### config.mk
export PLATFORM = sky130hd
export DESIGN_NAME = mem_wb_hilo_flat
export DESIGN_NICKNAME = d
export VERILOG_FILES = /design/src/rtl/mem_wb_hilo_if.sv /design/src/rtl/mem_wb_hilo.sv /design/src/flat_wrapper.sv
export SDC_FILE = /design/constraint.sdc
export NUM_CORES = 1
export LEC_CHECK = 0
export CAP_MARGIN = 20
export CELL_PAD_IN_SITES_DETAIL_PLACEMENT = 0
export CELL_PAD_IN_SITES_GLOBAL_PLACEMENT = 1
export CORE_MARGIN = 2
export CORE_UTILIZATION = 30
export DETAILED_ROUTE_END_ITERATION = 10
export GPL_ROUTABILITY_DRIVEN = 0
export MAX_ROUTING_LAYER = met4
export PLACE_DENSITY_LB_ADDON = 0.1
export SKIP_CTS_REPAIR_TIMING = 1
export SLEW_MARGIN = 25
export SYNTH_ARGS = -nofsm -noshare
export SYNTH_HDL_FRONTEND = slang
export SYNTH_SLANG_ARGS = --single-unit
### constraint.sdc
create_clock -name clk -period 1.5 [get_ports clk]
set_input_delay 0.15 -clock clk [delete_from_list [all_inputs] [get_ports clk]]
set_output_delay 0.15 -clock clk [all_outputs]
set_load 0.1 [all_outputs]
### src/rtl/mem_wb_hilo_if.sv
// MEM-to-WB result bus: stall vector and MEM outputs in, WB pipeline register,
// architectural HI/LO and the forwarded HI/LO read port out.
interface mem_wb_hilo_if #(
   parameter int DW = 32,
   parameter int AW = 5
);
   logic [5:0]    stall;
   logic [DW-1:0] mem_wdata;
   logic [AW-1:0] mem_wd;
   logic          mem_wreg;
   logic [DW-1:0] mem_hi;
   logic [DW-1:0] mem_lo;
   logic          mem_whilo;
   logic [DW-1:0] wb_wdata;
   logic [AW-1:0] wb_wd;
   logic          wb_wreg;
   logic [DW-1:0] wb_hi;
   logic [DW-1:0] wb_lo;
   logic          wb_whilo;
   logic [DW-1:0] hi_o;
   logic [DW-1:0] lo_o;
   logic [DW-1:0] hi_rd;
   logic [DW-1:0] lo_rd;

   modport master (
      output stall, mem_wdata, mem_wd, mem_wreg, mem_hi, mem_lo, mem_whilo,
      input  wb_wdata, wb_wd, wb_wreg, wb_hi, wb_lo, wb_whilo,
      input  hi_o, lo_o, hi_rd, lo_rd
   );

   modport slave (
      input  stall, mem_wdata, mem_wd, mem_wreg, mem_hi, mem_lo, mem_whilo,
      output wb_wdata, wb_wd, wb_wreg, wb_hi, wb_lo, wb_whilo,
      output hi_o, lo_o, hi_rd, lo_rd
   );
endinterface

### src/rtl/mem_wb_hilo.sv
// MEM/WB pipeline register with HI/LO commit one cycle after WB.
// Define HILO_FWD_EN to bypass in-flight HI/LO writes onto hi_rd/lo_rd.
module mem_wb_hilo #(
   parameter int DW = 32,
   parameter int AW = 5
) (
   input  logic         clk,
   input  logic         rst,
   mem_wb_hilo_if.slave bus
);
   logic [DW-1:0] wb_wdata_q, wb_wdata_d;
   logic [AW-1:0] wb_wd_q,    wb_wd_d;
   logic          wb_wreg_q,  wb_wreg_d;
   logic [DW-1:0] wb_hi_q,    wb_hi_d;
   logic [DW-1:0] wb_lo_q,    wb_lo_d;
   logic          wb_whilo_q, wb_whilo_d;
   logic [DW-1:0] hi_q,       hi_d;
   logic [DW-1:0] lo_q,       lo_d;

   always_comb begin
      wb_wdata_d = wb_wdata_q;
      wb_wd_d    = wb_wd_q;
      wb_wreg_d  = wb_wreg_q;
      wb_hi_d    = wb_hi_q;
      wb_lo_d    = wb_lo_q;
      wb_whilo_d = wb_whilo_q;
      if (bus.stall[4] && !bus.stall[5]) begin
         // MEM stalled but WB advancing: insert a bubble
         wb_wdata_d = '0;
         wb_wd_d    = '0;
         wb_wreg_d  = 1'b0;
         wb_hi_d    = '0;
         wb_lo_d    = '0;
         wb_whilo_d = 1'b0;
      end else if (!bus.stall[4]) begin
         wb_wdata_d = bus.mem_wdata;
         wb_wd_d    = bus.mem_wd;
         wb_wreg_d  = bus.mem_wreg;
         wb_hi_d    = bus.mem_hi;
         wb_lo_d    = bus.mem_lo;
         wb_whilo_d = bus.mem_whilo;
      end
   end

   // Commit is not gated by stall: WB never stalls on its own
   always_comb begin
      hi_d = hi_q;
      lo_d = lo_q;
      if (wb_whilo_q) begin
         hi_d = wb_hi_q;
         lo_d = wb_lo_q;
      end
   end

   always_ff @(posedge clk or negedge rst) begin
      if (!rst) begin
         wb_wdata_q <= '0;
         wb_wd_q    <= '0;
         wb_wreg_q  <= 1'b0;
         wb_hi_q    <= '0;
         wb_lo_q    <= '0;
         wb_whilo_q <= 1'b0;
         hi_q       <= '0;
         lo_q       <= '0;
      end else begin
         wb_wdata_q <= wb_wdata_d;
         wb_wd_q    <= wb_wd_d;
         wb_wreg_q  <= wb_wreg_d;
         wb_hi_q    <= wb_hi_d;
         wb_lo_q    <= wb_lo_d;
         wb_whilo_q <= wb_whilo_d;
         hi_q       <= hi_d;
         lo_q       <= lo_d;
      end
   end

   assign bus.wb_wdata = wb_wdata_q;
   assign bus.wb_wd    = wb_wd_q;
   assign bus.wb_wreg  = wb_wreg_q;
   assign bus.wb_hi    = wb_hi_q;
   assign bus.wb_lo    = wb_lo_q;
   assign bus.wb_whilo = wb_whilo_q;
   assign bus.hi_o     = hi_q;
   assign bus.lo_o     = lo_q;

`ifdef HILO_FWD_EN
   // Youngest in-flight write wins: MEM, then WB, then architectural
   always_comb begin
      if (bus.mem_whilo) begin
         bus.hi_rd = bus.mem_hi;
         bus.lo_rd = bus.mem_lo;
      end else if (wb_whilo_q) begin
         bus.hi_rd = wb_hi_q;
         bus.lo_rd = wb_lo_q;
      end else begin
         bus.hi_rd = hi_q;
         bus.lo_rd = lo_q;
      end
   end
`else
   assign bus.hi_rd = hi_q;
   assign bus.lo_rd = lo_q;
`endif
endmodule

### src/flat_wrapper.sv
// flat-port wrapper written by rule: the top's interface ports become plain ports
module mem_wb_hilo_flat 
#(
   parameter int DW = 32,
   parameter int AW = 5
)
  (clk, rst, bus_stall, bus_mem_wdata, bus_mem_wd, bus_mem_wreg, bus_mem_hi, bus_mem_lo, bus_mem_whilo, bus_wb_wdata, bus_wb_wd, bus_wb_wreg, bus_wb_hi, bus_wb_lo, bus_wb_whilo, bus_hi_o, bus_lo_o, bus_hi_rd, bus_lo_rd);
  mem_wb_hilo_if #(.DW(DW), .AW(AW)) bus_i ();
  input  logic clk;
  input  logic rst;
  input wire logic [$bits(bus_i.stall)-1:0] bus_stall;
  input wire logic [$bits(bus_i.mem_wdata)-1:0] bus_mem_wdata;
  input wire logic [$bits(bus_i.mem_wd)-1:0] bus_mem_wd;
  input wire logic [$bits(bus_i.mem_wreg)-1:0] bus_mem_wreg;
  input wire logic [$bits(bus_i.mem_hi)-1:0] bus_mem_hi;
  input wire logic [$bits(bus_i.mem_lo)-1:0] bus_mem_lo;
  input wire logic [$bits(bus_i.mem_whilo)-1:0] bus_mem_whilo;
  output wire logic [$bits(bus_i.wb_wdata)-1:0] bus_wb_wdata;
  output wire logic [$bits(bus_i.wb_wd)-1:0] bus_wb_wd;
  output wire logic [$bits(bus_i.wb_wreg)-1:0] bus_wb_wreg;
  output wire logic [$bits(bus_i.wb_hi)-1:0] bus_wb_hi;
  output wire logic [$bits(bus_i.wb_lo)-1:0] bus_wb_lo;
  output wire logic [$bits(bus_i.wb_whilo)-1:0] bus_wb_whilo;
  output wire logic [$bits(bus_i.hi_o)-1:0] bus_hi_o;
  output wire logic [$bits(bus_i.lo_o)-1:0] bus_lo_o;
  output wire logic [$bits(bus_i.hi_rd)-1:0] bus_hi_rd;
  output wire logic [$bits(bus_i.lo_rd)-1:0] bus_lo_rd;
  assign bus_i.stall = bus_stall;
  assign bus_i.mem_wdata = bus_mem_wdata;
  assign bus_i.mem_wd = bus_mem_wd;
  assign bus_i.mem_wreg = bus_mem_wreg;
  assign bus_i.mem_hi = bus_mem_hi;
  assign bus_i.mem_lo = bus_mem_lo;
  assign bus_i.mem_whilo = bus_mem_whilo;
  assign bus_wb_wdata = bus_i.wb_wdata;
  assign bus_wb_wd = bus_i.wb_wd;
  assign bus_wb_wreg = bus_i.wb_wreg;
  assign bus_wb_hi = bus_i.wb_hi;
  assign bus_wb_lo = bus_i.wb_lo;
  assign bus_wb_whilo = bus_i.wb_whilo;
  assign bus_hi_o = bus_i.hi_o;
  assign bus_lo_o = bus_i.lo_o;
  assign bus_hi_rd = bus_i.hi_rd;
  assign bus_lo_rd = bus_i.lo_rd;
  mem_wb_hilo #(.DW(DW), .AW(AW)) u_core (.clk(clk), .rst(rst), .bus(bus_i));
endmodule
Yosys cells after proc, flatten, opt, wreduce, memory -nomap -nowiden. Cells that the tools add are included.

Register bits: 167. Input bits: 111. Output and inout bits: 231. Word-level logic and storage cells: 23.

Eq/ne operators: 1. Mux-type cells: 12. Reduce and logical (&&, ||, !) cells: 2.

Operators with widths (number): 32-bit two-way mux (6); 5-bit two-way mux (2); 1-bit two-way mux (4); 2-bit by 1-bit inequality test with 1-bit output, second input constant (1); 1-bit logical AND (1); 1-bit zero test (1).

Longest topological paths before layout.
Depth after elaboration: 3. Gate-level depth with buffers: 5. Mapped depth without buffers: 2.

Least setup slack after synthesis. No wires, ideal clock.

Path kind: register to register. Start point: register u_core.wb_whilo_q (netlist: u_core.bus.wb_whilo). End point: register u_core.hi_q[13] (netlist: u_core.bus.hi_o[13]). Setup time: 126 ps. Arrival: 1760 ps. Data required time: 1374 ps. Path slack: -386 ps. Cell stages (with the launch flop): 4. Path buffers: 2. Clock period less this slack: 1886 ps. Path through: dfrtp_1 -> buf_2 -> buf_4 -> mux2_2.

RTL lines: start, declared (RTL line mem_wb_hilo.sv:16) `logic wb_whilo_q, wb_whilo_d;`; start signal, assigned (RTL line mem_wb_hilo.sv:71) `wb_whilo_q <= wb_whilo_d;`; end signal, assigned (RTL line mem_wb_hilo.sv:72) `hi_q <= hi_d;`; end, declared (RTL line mem_wb_hilo.sv:17) `logic [DW-1:0] hi_q, hi_d;`.

No word-level cell between the ends.

Final worst setup path.
Start point: register u_core.wb_whilo_q (netlist: u_core.bus.wb_whilo). End point: output bus_wb_whilo.

RTL lines: end, declared (RTL line flat_wrapper.sv:23) `output wire logic [$bits(bus_i.wb_whilo)-1:0] bus_wb_whilo;`.

No word-level cell between the ends.

==> reports/results.ini <==
[synthesis]
synth_fa_ha_area_share_pct=0
ys_warn_count=0
synthXorXnorAreaFrac_pct=0
synth_area_per_cell_um2=15.12
syn-num-nets=541
seq_area_frac_synth_pct=64.28
synthesis.area_mm2=0.006501
yosys.area_share.simple_pct=0.09623
synth_cell_type_count=9
synth_mux_area_share_pct=11.09
synth-seq-cells=167
synth_top_family_by_area=compound AO/OA/AOI/OAI gates
synth_compound_area_share_pct=13.88
synth_cells=430

[critical_path]
reg2reg_depth=3
reg2reg_from=u_core.bus.wb_whilo
start_kind=flip-flop
critical_path_required_ns=1.35
cp-end-kind=output port
ff2ff_setup_slack_ns=0.24
cp_max_fo=18
criticalPathCategory=reg -> out
r2r_end=u_core.bus.hi_o[6]
arrival_ns=1.28

[drt]
avgRoutedWirePerCell_um=20.35
vias=4644
dr.pass1.iters=4
drc_errors=0
wirelength_mm=20.31
vias_per_cell=4.653
postRouteAntennaNets=0
drt_iter0_drc=172

[global_routing]
antenna_found_initial=0
grt_max_degree=50
grt_overflow_total=0
grt_pass1_wl_mm=30.35
grt_usage_pct=18.28
grt_pass1_vias=5129

[timing]
fmax_mhz=700.0
worst_hold_slack_ns=0.1838
hold_violations=0
min_period_ns=1.428
slew_violations=0
setup_viol=0
max-slew-margin-rel_pct=77.77
worst_pin_slew_ns=0.3335
rsz0062_at_grt=no
tns_ns=0
fin_skew_ns=0.007764
fin_crit_sh_pct=95.23

[layout]
area_growth_pct=95.61
fin_util_pct=60.12
drive_gt1_share_pct=47.86
layout_commonest_cell=buf_12
stdcell_count=998
final_nets=822
diodes=0
final_cell_mix=buf_12, dfrtp_1, clkdlybuf4s50_1, a22o_1, mux2_2
fillers=1623

[status]
outcome=finished, final reports clean

[clocking]
clk_latency_ns=0.42
numCtsBuffers=17
path_clk_slew_ns=0.07
cts_sinks=167
cts.htree.levels=4
clock-root-buffer=clkbuf_16
cts_buffer_depth=2
cts_tree=done

[power]
finalPower_mw=20.33
ir_worst_vdd_uv=843.1
powerDensity_mw_per_mm2=1598
p_leak_nw=5.638

[placed_design]
portBuffers=337
dp_hpwl_mm=14.93
placedCellCount=963

[die]
die_y_um=151.2
dieArea_mm2=0.02286
start_util_pct=30.73
die_x_um=151.2
ioPinCount=342
core_area_mm2=0.02115
rows=53

[worst_hold_path]
min_path_type=in -> async

[job]
cap_viol_max_count=0

sequential cells by signal (all words and copies together) (netlist names):
name,flops
u_core.bus.wb_hi,32
u_core.bus.wb_wd,5
u_core.bus.hi_o,32
u_core.bus.wb_wdata,32
u_core.bus.wb_wreg,1
u_core.bus.wb_lo,32
u_core.bus.lo_o,32
u_core.bus.wb_whilo,1
final cells by class:
class / count / area, µm² / share of cell area, %
timing repair buffer: 356 / 5995 / 47.14
sequential: 167 / 4183 / 32.89
multi-input combinational: 168 / 1632 / 12.83
clock buffer: 21 / 460.4 / 3.621
tap: 275 / 344.1 / 2.706
clock inverter: 10 / 98.84 / 0.7773
inverter: 1 / 5.005 / 0.03935
cell families (layout without fill, tap and decap cells):
| group | after synthesis | in the layout |
|---|---|---|
| AOI/OAI and AO/OA | 103 | 103 |
| buffers and inverters | 95 | 388 |
| DFF | 167 | 167 |
| muxes | 64 | 64 |
| and+or+nand+nor | 1 | 1 |
per-layer routing:
metal	track usage [%]	up-vias	share of wire [%]
met4	5.794	0	1.5
met2	29.91	196	52
met1	21.15	2359	38
met5	-	-	0
li1	-	2069	-
met3	6.386	20	7.7
worst max-delay path by stage:
stage                                    endpoint  slack, ns           startpoint  cells past startpoint
after floorplan               u_core.bus.hi_o[13]      0.004  u_core.bus.wb_whilo                      3
final                                bus_wb_whilo       0.07  u_core.bus.wb_whilo                      2
after global routing                 bus_wb_whilo       0.02  u_core.bus.wb_whilo                      2
after global placement       u_core.bus.wb_lo[20]       0.09         bus_stall[4]                      4
after detailed placement  u_core.bus.wb_wdata[19]       0.08         bus_stall[4]                      4
after CTS                            bus_wb_whilo     -0.006  u_core.bus.wb_whilo                      2
synth_stat cells (all sizes together):
cell type | number | area share, %
dfrtp | 167 | 64
buf | 91 | 10
mux2 | 64 | 11
and2 | 1 | 0.096
a22o | 103 | 14
clkbuf | 3 | 0.17
inv | 1 | 0.058
metrics by stage:
stage,setup WS [ns],cell area (µm²)
6_report,0.07152,12720
5_1_grt,0.02170,12720
2_1_floorplan,0.004318,6505
4_1_cts,-0.006357,12660
3_5_place_dp,0.08438,12100
3_3_place_gp,0.09357,12100
power by group:
| group | internal, mW | switching [mW] |
|---|---|---|
| Combinational | 3.66 | 6.66 |
| Clock | 2.37 | 1.79 |
| Sequential | 4.99 | 0.856 |
| Total | 11.0 | 9.31 |
worst max-delay path, cell delays in order (launching register included):
cell and delay (ns):
dfrtp_4 0.50, buf_16 0.18, buf_12 0.17
No activity file was read; power rests on OpenSTA's default activity.
